File: src/rtl/serial_addsub_if.sv
// Handshake and result bundle for the digit-serial adder/subtractor.
//
// Handshake: the requester holds start high with mode/a/b/cin valid; the
// transfer happens on the first rising clk edge where start=1 and ready=1.
// A start seen while ready=0 is dropped (not queued). done is a one-cycle
// pulse in the cycle in which result/cout/ovf/zero have just been updated;
// those outputs then hold until the next operation completes.
interface serial_addsub_if #(
  parameter int WIDTH = 8
);
  logic             start;
  logic             mode;
  logic [WIDTH-1:0] a;
  logic [WIDTH-1:0] b;
  logic             cin;
  logic             ready;
  logic             done;
  logic [WIDTH-1:0] result;
  logic             cout;
  logic             ovf;
  logic             zero;

  modport master (
    output start, mode, a, b, cin,
    input  ready, done, result, cout, ovf, zero
  );

  modport slave (
    input  start, mode, a, b, cin,
    output ready, done, result, cout, ovf, zero
  );
endinterface

File: src/rtl/serial_addsub.sv
// Digit-serial adder/subtractor. Operands are captured on an accepted start,
// then DIGIT bits are processed per clock, LSB digit first, with the
// carry/borrow rippling through c_q between cycles. Result and flags are
// committed together on the edge that processes the last digit.
module serial_addsub #(
  parameter int WIDTH = 8,
  parameter int DIGIT = 1
) (
  input  logic            clk,
  input  logic            rst,
  serial_addsub_if.slave  bus,
  output logic            dbg_state   // 0 = IDLE, 1 = RUN
);

  localparam int N  = WIDTH / DIGIT;
  localparam int CW = (N > 1) ? $clog2(N) : 1;

  generate
    if (WIDTH < 2 || DIGIT < 1 || (WIDTH % DIGIT) != 0) begin : g_bad_params
      $error("serial_addsub: WIDTH must be >= 2 and a multiple of DIGIT");
    end
  endgenerate

  typedef enum logic {IDLE = 1'b0, RUN = 1'b1} state_t;

  state_t           state, state_nx;
  logic [WIDTH-1:0] a_sh, b_sh, acc, acc_nx;
  logic             mode_q, c_q;
  logic [CW-1:0]    cnt;
  logic [DIGIT-1:0] dig;
  logic             c_out, c_msb_in;
  logic             last, accept;

  assign last      = (cnt == CW'(N - 1));
  assign accept    = (state == IDLE) && bus.start;
  assign bus.ready = (state == IDLE);
  assign dbg_state = (state == RUN);

  // One digit of ripple add/subtract; also records the carry entering the top bit
  always_comb begin
    logic c, x, y;
    c        = c_q;
    x        = 1'b0;
    y        = 1'b0;
    dig      = '0;
    c_msb_in = c_q;
    for (int i = 0; i < DIGIT; i++) begin
      c_msb_in = c;
      x        = a_sh[i];
      y        = b_sh[i];
      dig[i]   = x ^ y ^ c;
      if (mode_q) c = (~x & y) | (c & ~(x ^ y));
      else        c = (x & y) | (c & (x ^ y));
    end
    c_out  = c;
    // New digit enters at the top; after N digits the LSB digit sits at bit 0
    acc_nx = (acc >> DIGIT) | (WIDTH'(dig) << (WIDTH - DIGIT));
  end

  // State register
  always_ff @(posedge clk or posedge rst) begin
    if (rst) state <= IDLE;
    else     state <= state_nx;
  end

  // Next-state: accept in IDLE, return to IDLE after the last digit
  always_comb begin
    state_nx = state;
    case (state)
      IDLE:    if (bus.start) state_nx = RUN;
      RUN:     if (last)      state_nx = IDLE;
      default: state_nx = IDLE;
    endcase
  end

  // Operand capture, digit shifting and the final commit of result/flags
  always_ff @(posedge clk or posedge rst) begin
    if (rst) begin
      a_sh       <= '0;
      b_sh       <= '0;
      acc        <= '0;
      mode_q     <= 1'b0;
      c_q        <= 1'b0;
      cnt        <= '0;
      bus.done   <= 1'b0;
      bus.result <= '0;
      bus.cout   <= 1'b0;
      bus.ovf    <= 1'b0;
      bus.zero   <= 1'b0;
    end else begin
      bus.done <= 1'b0;
      if (accept) begin
        a_sh   <= bus.a;
        b_sh   <= bus.b;
        mode_q <= bus.mode;
        c_q    <= bus.cin;
        acc    <= '0;
        cnt    <= '0;
      end else if (state == RUN) begin
        a_sh <= a_sh >> DIGIT;
        b_sh <= b_sh >> DIGIT;
        acc  <= acc_nx;
        c_q  <= c_out;
        cnt  <= cnt + CW'(1);
        if (last) begin
          bus.result <= acc_nx;
          bus.cout   <= c_out;
          bus.ovf    <= c_msb_in ^ c_out;
          bus.zero   <= (acc_nx == '0);
          bus.done   <= 1'b1;
        end
      end
    end
  end

endmodule

File: src/flat_wrapper.sv
// flat-port wrapper written by rule: the top's interface ports become plain ports
module serial_addsub_flat 
#(
  parameter int WIDTH = 8,
  parameter int DIGIT = 1
)
  (clk, rst, dbg_state, bus_start, bus_mode, bus_a, bus_b, bus_cin, bus_ready, bus_done, bus_result, bus_cout, bus_ovf, bus_zero);
  serial_addsub_if #(.WIDTH(WIDTH)) bus_i ();
  input  logic clk;
  input  logic rst;
  output logic dbg_state;
  input wire logic [$bits(bus_i.start)-1:0] bus_start;
  input wire logic [$bits(bus_i.mode)-1:0] bus_mode;
  input wire logic [$bits(bus_i.a)-1:0] bus_a;
  input wire logic [$bits(bus_i.b)-1:0] bus_b;
  input wire logic [$bits(bus_i.cin)-1:0] bus_cin;
  output wire logic [$bits(bus_i.ready)-1:0] bus_ready;
  output wire logic [$bits(bus_i.done)-1:0] bus_done;
  output wire logic [$bits(bus_i.result)-1:0] bus_result;
  output wire logic [$bits(bus_i.cout)-1:0] bus_cout;
  output wire logic [$bits(bus_i.ovf)-1:0] bus_ovf;
  output wire logic [$bits(bus_i.zero)-1:0] bus_zero;
  assign bus_i.start = bus_start;
  assign bus_i.mode = bus_mode;
  assign bus_i.a = bus_a;
  assign bus_i.b = bus_b;
  assign bus_i.cin = bus_cin;
  assign bus_ready = bus_i.ready;
  assign bus_done = bus_i.done;
  assign bus_result = bus_i.result;
  assign bus_cout = bus_i.cout;
  assign bus_ovf = bus_i.ovf;
  assign bus_zero = bus_i.zero;
  serial_addsub #(.WIDTH(WIDTH), .DIGIT(DIGIT)) u_core (.clk(clk), .rst(rst), .bus(bus_i), .dbg_state(dbg_state));
endmodule
File: config.mk
export PLATFORM = sky130hd
export DESIGN_NAME = serial_addsub_flat
export DESIGN_NICKNAME = d
export VERILOG_FILES = /design/src/rtl/serial_addsub_if.sv /design/src/rtl/serial_addsub.sv /design/src/flat_wrapper.sv
export SDC_FILE = /design/constraint.sdc
export NUM_CORES = 1
export LEC_CHECK = 0
export CAP_MARGIN = 20
export CORE_ASPECT_RATIO = 1.75
export CORE_MARGIN = 2
export CORE_UTILIZATION = 55
export DETAILED_ROUTE_END_ITERATION = 8
export GPL_TIMING_DRIVEN = 0
export PLACE_DENSITY = 0.84
export SYNTH_ARGS = -nofsm -noshare
export SYNTH_HDL_FRONTEND = slang
export SYNTH_SLANG_ARGS = --single-unit
File: constraint.sdc
create_clock -name clk -period 4.6 [get_ports clk]
set_input_delay 0.92 -clock clk [delete_from_list [all_inputs] [get_ports clk]]
set_output_delay 0.92 -clock clk [all_outputs]
set_load 0.01 [all_outputs]
==> flow_summary.ini <==
[synthesis]
yosysSeqAreaShare = 0.560
syn-num-nets = 186
ys.flop_type = dfrtp_1
synth.distinct_cells = 26
synthArstFlopShare = 1.00
synth_edf_count = 0
synth_area_leader_cell = dfrtp_1
ys_ff_latch = 41
synth_area_um2 = 1830
postSynthCellCount = 161
synth_warnings = 0
avgSynthCellArea_um2 = 11.4
synth_area_leaders = dfrtp_1, mux2i_1, nand2_1
yosysTopAreaCellShare = 0.560

[clock_tree]
htree_levels = 2
cts_tree = yes
clock_sinks = 41
clockBufferDepth = 2
root_buffer = clkbuf_8
post_cts_buffers = 0
ctsResizeCount = 0
cts_buffers = 5
cts_hold_buf = 0
clkTransAtPathRegs_ns = 0.07
clk_latency_ns = 0.29

[routing]
wl_met3_um = 139
wl_per_cell_um = 14.3
drtAntennaViolNets = 0
vias_per_cell = 5.32
wirelength_mm = 3.51
drt_first_pass_iters = 4
route.met2.wl_mm = 1.99
num_vias = 1303
routed.top_layer = met4
drt_iter0_markers = 26
m1WireLength_mm = 1.32
drc = 0

[die]
dieHeight_um = 80.3
num_rows = 27
core_um2 = 3180
die_w_um = 47.6
io_pins = 35
initial_core_util = 0.577
dieArea_um2 = 3830

[hold_path]
whs_path_depth = 2
hp-class = register to register

[finish]
fillers = 253
final_core_util = 0.728
multiInputGateArea_um2 = 709
seqCellArea_um2 = 1030
area_growth_pct = 26.2
final_common_cell = dfrtp_1
drive_gt1_frac = 0.134
final_cell_mix = dfrtp_1, clkdlybuf4s50_1, nand2_1
n_antenna_cell = 0
fin_nets = 227

[timing]
rsz0062_at_grt = false
skew_ns = 0.00540
timing.final.ws_setup_ns = 2.13
fin_crit_sh = 0.537
hold_ws_ns = 0.480
slew_violations = 0
slew_headroom = 0.451
fmax_mhz = 405
setup_tns_ns = 0
hold_viol_final = 0
tightest_slew_ns = 0.823
fin_crit_ns = 2.47
setup_violations = 0

[setup_path]
reg2regPathDepth = 5
worst_setup_path_start_kind = register
path_class = register to output pin
crit_required_ns = 3.68
cp_max_fo = 7
cp_num_buf_inv = 3
crit_family = buffers and inverters
arrival_ns = 1.55
slowest_stage = clkdlybuf4s50_1
slowest_delay_ns = 0.57
cp-end-kind = output pin
path_depth = 3
cp_cell_sequence = buf_4 -> inv_1 -> clkdlybuf4s50_1

[grt]
track_usage = 0.224
antenna_found_initial = 0
grt_pass1_wl_mm = 6.01
grt_pass1_vias = 1367
grt_max_degree = 42
grt_remaining_overflow = 0

[power_and_ir_drop]
peakVddDrop_v = 0.000398
leakagePower_uw = 0.00110
finalPower_uw = 1410
cellPowerDensity_nw_per_um2 = 611

[placement]
globalplace.congestion = 0.779
portBuffers = 34
dp_slack_ns = 2.34
hpwl_mm = 2.56

[flow_run]
maxCapViolations = 0

[status]
status = finished clean
sequential cells by signal, summed over array words and instances, names as in the netlist, 3 cells and up:
| name | flops |
|---|---|
| u_core.acc | 7 |
| u_core.bus.result | 8 |
| u_core.cnt | 3 |
| u_core.a_sh | 8 |
| u_core.b_sh | 8 |
worst min-delay path, stage by stage (launching register included):
cell and delay (ns):
dfrtp_1 0.34, nand2_1 0.05, o21ai_0 0.06
synth_stat cells, types with 2 or more instances:
master / instances
inv_1: 6
fa_1: 2
a21oi_1: 2
mux2_2: 4
buf_4: 3
o21ai_0: 19
buf_2: 2
a22o_1: 2
o21ai_1: 6
mux2i_1: 16
mux2_4: 5
nand2_1: 33
nor4_1: 2
buf_6: 2
ha_1: 2
dfrtp_1: 41
nor2_1: 5
final timing paths:
kind,startpoint,end,slack (ns)
worst min-delay path,u_core.bus.zero$_DFFE_PP0P_,u_core.bus.zero$_DFFE_PP0P_,0.48
max in group asynchronous,rst,u_core.a_sh[0]$_DFFE_PP0P_,2.97
worst max-delay path,u_core.dbg_state$_DFF_PP0_,bus_ready,2.13
worst max register to register,u_core.b_sh[0]$_DFFE_PP0P_,u_core.bus.zero$_DFFE_PP0P_,2.94
min in group asynchronous,rst,u_core.bus.result[2]$_DFFE_PP0P_,1.10
worst min register to register,u_core.bus.zero$_DFFE_PP0P_,u_core.bus.zero$_DFFE_PP0P_,0.48
cells by family (layout without fill, tap and decap cells):
kind of cell / after synthesis / in the layout / synth area share
compound gates: 32 / 32 / 0.0963
fa+ha+maj: 4 / 4 / 0.0355
buf+inv: 15 / 56 / 0.0526
flops: 41 / 41 / 0.560
mux: 25 / 25 / 0.153
simple gates: 44 / 44 / 0.102
power breakdown:
part	total (uW)	switching [uW]	internal (uW)
Combinational	554	255	299
Sequential	624	109	515
Clock	234	115	119
Total	1410	479	933
cell type report:
cell class,count,share of cell area
Multi-Input combinational cell,105,0.307
Timing Repair Buffer,34,0.147
Clock buffer,7,0.0373
Buffer,9,0.0319
Tap cell,43,0.0233
Inverter,6,0.00974
Sequential cell,41,0.444
routing by layer:
metal | vias to the layer above | track usage
met5 | - | 0
met2 | 38 | 0.384
met4 | 0 | 0.0811
met3 | 9 | 0.0539
li1 | 619 | -
met1 | 637 | 0.259
through the flow:
stage,area (um^2),instances
CTS,2310,245
floorplan,1830,161
finish,2310,245
global placement,2230,238
global route,2310,245
detailed placement,2230,238
No activity file was read; power rests on OpenSTA's default activity.
